--- config.mk ---
export PLATFORM = sky130hd
export DESIGN_NAME = instr_fetch_unit
export DESIGN_NICKNAME = d
export VERILOG_FILES = /design/src/rtl/instr_fetch_unit.sv
export SDC_FILE = /design/constraint.sdc
export NUM_CORES = 1
export LEC_CHECK = 0
export BUFFER_PORTS_ARGS = -buffer_cell sky130_fd_sc_hd__buf_2
export CAP_MARGIN = 20
export CORE_UTILIZATION = 25
export CTS_CLUSTER_DIAMETER = 60
export DETAILED_ROUTE_END_ITERATION = 12
export PLACE_DENSITY_LB_ADDON = 0.2
export SETUP_SLACK_MARGIN = 0.1
export SYNTH_ARGS = -nofsm -noshare
export SYNTH_HDL_FRONTEND = slang
export SYNTH_SLANG_ARGS = --single-unit
export TNS_END_PERCENT = 100
--- constraint.sdc ---
create_clock -name clk -period 3.05 [get_ports clk]
set_clock_uncertainty 0.1 [all_clocks]
set_input_delay 0.4575 -clock clk [delete_from_list [all_inputs] [get_ports clk]]
set_output_delay 0.4575 -clock clk [all_outputs]
set_load 0.05 [all_outputs]
--- src/rtl/instr_fetch_unit.sv ---
// ----------------------------------------------------------------------------
// instr_fetch_unit
//
// Instruction fetch stage for the segmented memory. Drives the instruction
// address port, captures the returned instruction one cycle later into a
// small prefetch FIFO and presents the FIFO head to decode over a
// valid/ready handshake. A branch redirect flushes queued and in-flight
// fetches and restarts fetch at the branch target.
//
// Optional feature: define IFU_PERF_CNT_EN to build the fetch/redirect
// performance counters; otherwise both counter ports read 0.
//
// Ports
//   clk            clock, all state on rising edge
//   rst_n          asynchronous active-low reset
//   imem_addr      instruction address to memory port a1 (always the fetch pc)
//   imem_rdata     instruction from memory rd1, valid one cycle after address
//   redirect       branch taken, restart fetch at redirect_pc
//   redirect_pc    branch target
//   halt           stop issuing new fetches, queued entries still drain
//   dec_ready      decode accepts the presented instruction this cycle
//   dec_valid      dec_instr/dec_pc valid
//   dec_instr      FIFO head instruction
//   dec_pc         pc of dec_instr
//   fetch_count    FIFO pushes (perf counter)
//   redirect_count cycles with redirect asserted (perf counter)
//
// state        | meaning
// -------------+--------------------------------------------------------
// ST_IDLE      | first cycle after reset, nothing issued
// ST_RUN       | normal sequential fetch
// ST_REDIRECT  | cycle after a redirect, fetch restarts at the new pc
// ----------------------------------------------------------------------------
module instr_fetch_unit #(
    parameter int               WIDTH            = 32,
    parameter int               INSTRUCTIONWIDTH = 24,
    parameter int               FIFO_DEPTH       = 2,
    parameter int               PC_STEP          = 1,
    parameter logic [WIDTH-1:0] RESET_PC         = '0
) (
    input  logic                        clk,
    input  logic                        rst_n,
    output logic [WIDTH-1:0]            imem_addr,
    input  logic [INSTRUCTIONWIDTH-1:0] imem_rdata,
    input  logic                        redirect,
    input  logic [WIDTH-1:0]            redirect_pc,
    input  logic                        halt,
    input  logic                        dec_ready,
    output logic                        dec_valid,
    output logic [INSTRUCTIONWIDTH-1:0] dec_instr,
    output logic [WIDTH-1:0]            dec_pc,
    output logic [31:0]                 fetch_count,
    output logic [31:0]                 redirect_count
);

    localparam int             PTR_W   = $clog2(FIFO_DEPTH);
    localparam logic [PTR_W:0] DEPTH_L = (PTR_W+1)'(FIFO_DEPTH);

    typedef enum logic [1:0] {
        ST_IDLE,
        ST_RUN,
        ST_REDIRECT
    } state_t;

    state_t                      state;
    logic [WIDTH-1:0]            pc;
    logic [WIDTH-1:0]            inflight_pc;
    logic                        inflight;
    logic [INSTRUCTIONWIDTH-1:0] fifo_instr [FIFO_DEPTH];
    logic [WIDTH-1:0]            fifo_pc    [FIFO_DEPTH];
    logic [PTR_W-1:0]            rd_ptr;
    logic [PTR_W-1:0]            wr_ptr;
    logic [PTR_W:0]              count;

    logic                        redirect_act;
    logic                        pop;
    logic                        push;
    logic                        issue;
    logic [PTR_W:0]              occ;

    // Redirect is ignored in IDLE; nothing is in flight or queued there.
    assign redirect_act = redirect && (state != ST_IDLE);
    assign pop          = (count != '0) && dec_ready;
    assign push         = inflight && !redirect_act;

    // Occupancy counts the slot freed by this cycle's pop, so a full-rate
    // stream keeps one fetch per cycle while still reserving a slot for
    // every outstanding response.
    assign occ   = count - {{PTR_W{1'b0}}, pop} + {{PTR_W{1'b0}}, inflight};
    assign issue = (state != ST_IDLE) && !halt && !redirect && (occ < DEPTH_L);

    assign imem_addr = pc;
    assign dec_valid = (count != '0);
    assign dec_instr = fifo_instr[rd_ptr];
    assign dec_pc    = fifo_pc[rd_ptr];

    always_ff @(posedge clk or negedge rst_n) begin
        if (!rst_n) begin
            state       <= ST_IDLE;
            pc          <= RESET_PC;
            inflight_pc <= '0;
            inflight    <= 1'b0;
            rd_ptr      <= '0;
            wr_ptr      <= '0;
            count       <= '0;
            for (int i = 0; i < FIFO_DEPTH; i++) begin
                fifo_instr[i] <= '0;
                fifo_pc[i]    <= '0;
            end
        end else begin
            case (state)
                ST_IDLE:     state <= ST_RUN;
                ST_RUN:      state <= redirect ? ST_REDIRECT : ST_RUN;
                ST_REDIRECT: state <= redirect ? ST_REDIRECT : ST_RUN;
                default:     state <= ST_IDLE;
            endcase

            if (redirect_act) begin
                // A coincident pop needs no action: decode already took the head.
                pc       <= redirect_pc;
                inflight <= 1'b0;
                rd_ptr   <= '0;
                wr_ptr   <= '0;
                count    <= '0;
            end else begin
                inflight <= issue;
                if (issue) begin
                    inflight_pc <= pc;
                    pc          <= pc + WIDTH'(PC_STEP);
                end
                if (push) begin
                    fifo_instr[wr_ptr] <= imem_rdata;
                    fifo_pc[wr_ptr]    <= inflight_pc;
                    wr_ptr             <= wr_ptr + PTR_W'(1);
                end
                if (pop) begin
                    rd_ptr <= rd_ptr + PTR_W'(1);
                end
                count <= count + {{PTR_W{1'b0}}, push} - {{PTR_W{1'b0}}, pop};
            end
        end
    end

`ifdef IFU_PERF_CNT_EN
    always_ff @(posedge clk or negedge rst_n) begin
        if (!rst_n) begin
            fetch_count    <= '0;
            redirect_count <= '0;
        end else begin
            if (push) begin
                fetch_count <= fetch_count + 32'd1;
            end
            if (redirect) begin
                redirect_count <= redirect_count + 32'd1;
            end
        end
    end
`else
    assign fetch_count    = 32'd0;
    assign redirect_count = 32'd0;
`endif

endmodule
Yosys cells after proc, flatten, opt, wreduce, memory -nomap -nowiden
Cells that the tools add are included.
W data, S select, Z words.
{ "totals": {"reg_bits": 183, "input_bits": 61, "word_cells": 68} }
{ "classes": {"bitwise_logic": 3, "muxes": 22, "magnitude_cmp": 4, "addsub": 7, "n_reduce_logical": 19, "n_eq_ne": 2} }
{ "op_table": {"columns": ["op", "count"], "rows": [
  ["$mux W32", 6],
  ["$mux W24", 4],
  ["$bwmux W64", 1],
  ["$bwmux W48", 1],
  ["$add A32 B1 Y32 const B", 1],
  ["$demux W32 S1", 1],
  ["$demux W24 S1", 1],
  ["$reduce_bool A2 Y1", 5],
  ["$logic_and A1 B1 Y1", 7],
  ["$mux W1", 5],
  ["$add A2 B1 Y2", 2],
  ["$ge A2 B2 Y1 const B", 2],
  ["$mux W2", 2],
  ["$not A1 Y2", 2],
  ["$pmux W2 S2", 1],
  ["$reduce_and A2 Y1", 2],
  ["$sub A2 B1 Y2", 2],
  ["$logic_not A1 Y1", 3],
  ["$add A1 B1 Y1 const B", 2],
  ["$eq A2 B1 Y1 const B", 1],
  ["$eq A2 B2 Y1 const B", 1],
  ["$logic_not A2 Y1", 1],
  ["$lt A2 B1 Y1 const B", 1],
  ["$lt A2 B2 Y1 const B", 1],
  ["other kinds (2)", 2]
]} }

Longest topological paths before layout
{ "depth": {"word_depth": 8, "depth_mapped": 10} }

Worst setup path before layout
Ideal clock, no wire load.
{ "synth_timing": {"path_kind": "register to register", "from": "register pc[6], in the netlist imem_addr[6]", "to": "register pc[31], in the netlist imem_addr[31]", "setup_ps": 82, "stages_incl_launch_ff": 6, "arrival_time_ps": 2074, "path_buffers": 0, "path_slack_ps": 794, "path_cell_list": "dfrtp_1 -> nand4_2 -> nor3_2 -> o2111ai_2 -> or3_1 -> a31oi_1"} }
{ "synth_via": {"elab_chain_cells": 3} }
{ "synth_rtl": {"columns": ["item", "line", "source"], "rows": [
  ["start: declaration", "66", "logic [WIDTH-1:0] pc;"],
  ["start signal: assignment", "120", "pc <= redirect_pc;"],
  ["start signal: assignment", "129", "pc <= pc + WIDTH'(PC_STEP);"],
  ["$add A32 B1 Y32", "129", null],
  ["$mux W32", "127", "if (issue) begin"],
  ["$mux W32", "118", "if (redirect_act) begin"]
]} }
Every way passes these cells. The select of a mux whose other input is x is not followed.
A chain may end at the register's enable or synchronous reset.

Final worst setup path
{ "layout_timing": {"from": "register rd_ptr", "to": "output dec_instr[19]"} }
{ "layout_via": {"elab_chain_cells": 4} }
{ "layout_rtl": {"columns": ["item", "line", "source"], "rows": [
  ["start: declaration", "71", "logic [PTR_W-1:0] rd_ptr;"],
  ["start signal: assignment", "137", "rd_ptr <= rd_ptr + PTR_W'(1);"],
  ["$not A1 Y2 (implied by the code)", "94", "assign dec_instr = fifo_instr[rd_ptr];"],
  ["$mux W24 (implied by the code) (3 in a row)", "94", null],
  ["end: declaration", "50", "output logic [INSTRUCTIONWIDTH-1:0] dec_instr,"]
]} }
Every way passes these cells. The select of a mux whose other input is x is not followed.

==> impl.org <==
** Die
- The initialized floorplan defines 68 standard-cell rows.
- Die boundary width :: 190 um
- The region available for standard cell placement spans 34600 um^2.
- Area enclosed by the die boundary :: 36000 um^2
- I/O Pins :: 214
- Measured along the y axis, the die boundary spans 190 um.
- Initial core utilization :: 25.5%

** Yosys
- After synthesis the cells add up to 8820 um^2.
- Compound-cell area share of the yosys netlist :: 4.58%
- The synthesized netlist devotes 1.29% of its cell area to XOR and XNOR gates.
- Adder-cell share of the synthesized area :: 0.709%
- EDFF count, synth :: 0
- Multiplexer share of the synthesized area :: 21.8%
- For this run, the leading register cell type out of synthesis is dfrtp_1.
- Largest family of logic cells by synthesized area :: multiplexers
- The synthesized netlist contains 46 unique library cells.
- The synthesized netlist devotes 12.0% of its cell area to simple gates.
- Synth warnings :: 0
- After synthesis, the mean cell area works out to 11.5 um^2.
- Asr flop ratio synth :: 100%
- Post-synthesis sequential element count :: 183
- Synthesis produced a netlist whose cell count is 767.
- Of the synthesized area, sequential elements account for 51.9%.

** Global routing
- The initial antenna violation count is 0.
- The first global-routing pass estimated 35000 um of wire.
- Across every metal layer, demand over resource in global routing totals 12.7%.
- Entering global routing, the biggest net connects 71 pins.
- The number of global-route vias before repair was 5852.
- Global routing finished with a remaining overflow of 0.

** Clock tree
- Depth of the CTS H-tree :: 4
- Number of clock sinks :: 183
- Clock tree from TritonCTS :: built
- Post-cts sizing count :: 0
- Maximum clock insertion buffer count :: 2
- The cell sitting at the root of the clock tree is a clkbuf_16.
- After clock tree synthesis, the clock-pin slew on the worst setup and hold paths is 80 ps.
- At the later pin of the worst-skew pair, clock insertion delay measures 440 ps.
- Setup repair bufs after CTS :: 0
- Cts bufs inserted :: 17

** Critical path
- Reg2reg path depth :: 7
- Worst Path Arrival :: 1990 ps
- In this run the worst path has a maximum fanout of 23.
- Required time at the endpoint of the critical path :: 2490 ps
- Capturing element type of the critical path :: output port
- In this run the register-to-register setup slack is 550 ps.
- Critical setup path kind :: reg2out
- Worst reg2reg path startpoint :: state[0]$_DFF_PN0_
- The worst setup path is launched from a flip-flop.
- The endpoint identified for the worst register-to-register timing path is imem_addr[25]$_DFFE_PN0P_.

** Final layout
- Summing all flip-flop and latch instances after layout gives 4580 um^2.
- Final design utilization :: 30.5%
- Area Growth Syn to Fin :: 19.6%
- The repair_antennas step left the layout with diodes totalling 0.
- Fraction of layout cells with a size suffix above 1 :: 41.0%
- Multi-input logic area :: 3830 um^2
- Fill cells in the final layout number 3592.
- Net count, final :: 980

** Placed design
- IO buf count :: 149
- Routability-driven placement finished with a final weighted congestion of 0.717.
- Post-detailed-placement half-perimeter wirelength :: 15800 um
- Setup slack after placement :: 558 ps

** STA
- Fin Setup TNS :: 0 ps
- Smallest hold slack :: 121 ps
- Setup violations remaining at the end of the flow were counted as 0.
- The routed design could run at a clock period as short as 2540 ps.
- Crit path setup slack, layout :: 507 ps
- Maximum clock rate :: 0.393 GHz
- At the pin with the least slew margin, the transition time is 751 ps.
- In the finished design, the share of the clock period the worst path needs comes to 83.4%.
- The max-slew violation count was 0.
- Setup repair after global routing left no endpoint under its margin.
- Normalized max-slew margin :: 49.5%
- The final hold violation count is 0.

** Drt
- In this run the remaining antenna-violating nets after routing total 0.
- Average wire length per cell after detail routing :: 16.2 um
- Number of violations reported at the end of detailed-routing iteration 0 :: 296
- The final layout contains routed wiring with a total length of 22400 um.
- After detailed routing, the number of vias per cell comes to 4.37.
- First-pass iteration count of the detailed router :: 4
- Remaining design rule violation count :: 0
- For this block, the via count after detailed routing is 6032.

** Hold path
- The startpoint identified for the worst hold timing path is redirect_pc[26].
- The tightest min-delay check is of the in2reg type.
- The worst hold path was traced through 3 stages.
- The path with the worst hold slack has its endpoint at imem_addr[26]$_DFFE_PN0P_.

** Power
- In this run the static leakage power is 4.94 nW.
- Max VDD drop :: 462 uV
- Pwr per Cell Area :: 1220 nW/um^2

** Run status
- Outcome :: finished clean

** Job
- Across the run, the number of max-cap violations was 0.
-- power breakdown --
group / total, mW / internal (mW) / switching, mW
Combinational: 6.25 / 2.02 / 4.23
Clock: 2.14 / 1.14 / 1.00
Sequential: 4.53 / 3.57 / 0.953
-- stage by stage --
stage	cell area (um^2)	power, mW	std cells
finish	10500	12.9	1381
global route	10500	13.7	1381
CTS	10500	13.2	1381
detailed placement	9980	10.9	1349
global placement	9980	10.9	1349
floorplan	9060	9.28	830
-- what timing repair did --
item,CTS,global route
hold buffers,1,0
endpoints found under the setup margin,0,0
hold endpoints to repair,67,0
-- cell families after synthesis --
logic type,count (synthesis)
AOI/OAI and AO/OA,60
xor gates and xnor gates,13
adders and majority gates,5
buffers and inverters,110
DFF,183
muxes,170
other,1
and+or+nand+nor,225
-- how the worst max path moves through the flow --
stage	slack, ps	end	start
2_1_floorplan	790	imem_addr[31]$_DFFE_PN0P_	imem_addr[6]$_DFFE_PN0P_
3_3_place_gp	590	imem_addr[18]$_DFFE_PN0P_	dec_ready
5_1_grt	400	dec_instr[19]	rd_ptr$_DFFE_PN0P_
3_5_place_dp	560	imem_addr[18]$_DFFE_PN0P_	dec_ready
6_report	510	dec_instr[19]	rd_ptr$_DFFE_PN0P_
4_1_cts	440	dec_pc[17]	rd_ptr$_DFFE_PN0P_
-- cell usage in the layout, fill, tap and decap left out, drive strengths merged, types with 5 or more instances in the layout --
cell type,instances
inv,13
dfrtp,183
a31oi,14
or3,9
nand4,10
xor2,7
o311ai,6
o21ai,21
o211ai,8
ha,5
nor2,31
or4b,6
buf,165
nand2,124
nand3,20
conb,64
xnor2,6
mux2,169
clkbuf,20
clkinvlp,5
-- Yosys cell counts, types with 7 or more instances --
master | n | area [um^2]
buf_2 | 10 | 50.1
buf_4 | 64 | 480
clkbuf_1 | 26 | 97.6
inv_1 | 8 | 30.0
a31oi_1 | 14 | 87.6
dfrtp_1 | 183 | 4580
nand3_1 | 20 | 100
nor2_1 | 31 | 116
nand4_1 | 9 | 56.3
xor2_1 | 7 | 61.3
nand2_1 | 124 | 465
o21ai_0 | 20 | 100
o211ai_1 | 8 | 60.1
mux2_2 | 169 | 1900
or3_1 | 8 | 50.1
-- critical path: stages (launching register included) --
cell and delay (ps):
dfrtp_2 710, buf_12 260, mux2_2 360, buf_2 210
-- state kept, by name, indices dropped and copies added (netlist names) --
| register | flops |
|---|---|
| inflight | 1 |
| inflight_pc | 32 |
| fifo_pc | 64 |
| wr_ptr | 1 |
| count | 2 |
| imem_addr | 32 |
| fifo_instr | 48 |
| state | 2 |
| rd_ptr | 1 |
-- final cells by class --
| type | instances | area share (%) |
|---|---|---|
| tap | 455 | 5.40 |
| clock inverter | 12 | 1.14 |
| inverter | 8 | 0.285 |
| timing repair buffer | 167 | 9.29 |
| sequential | 183 | 43.4 |
| multi-input combinational | 537 | 36.4 |
| clock buffer | 19 | 4.10 |
-- layer usage --
layer,share of wire [%],wire (um),global-route usage (%)
met1,49,10900,17.8
met2,45,10200,19.4
met3,5.0,1130,2.93
met4,0.86,192,3.35
met5,0,0,0
Note: power is estimated with default switching activity, not from simulation.
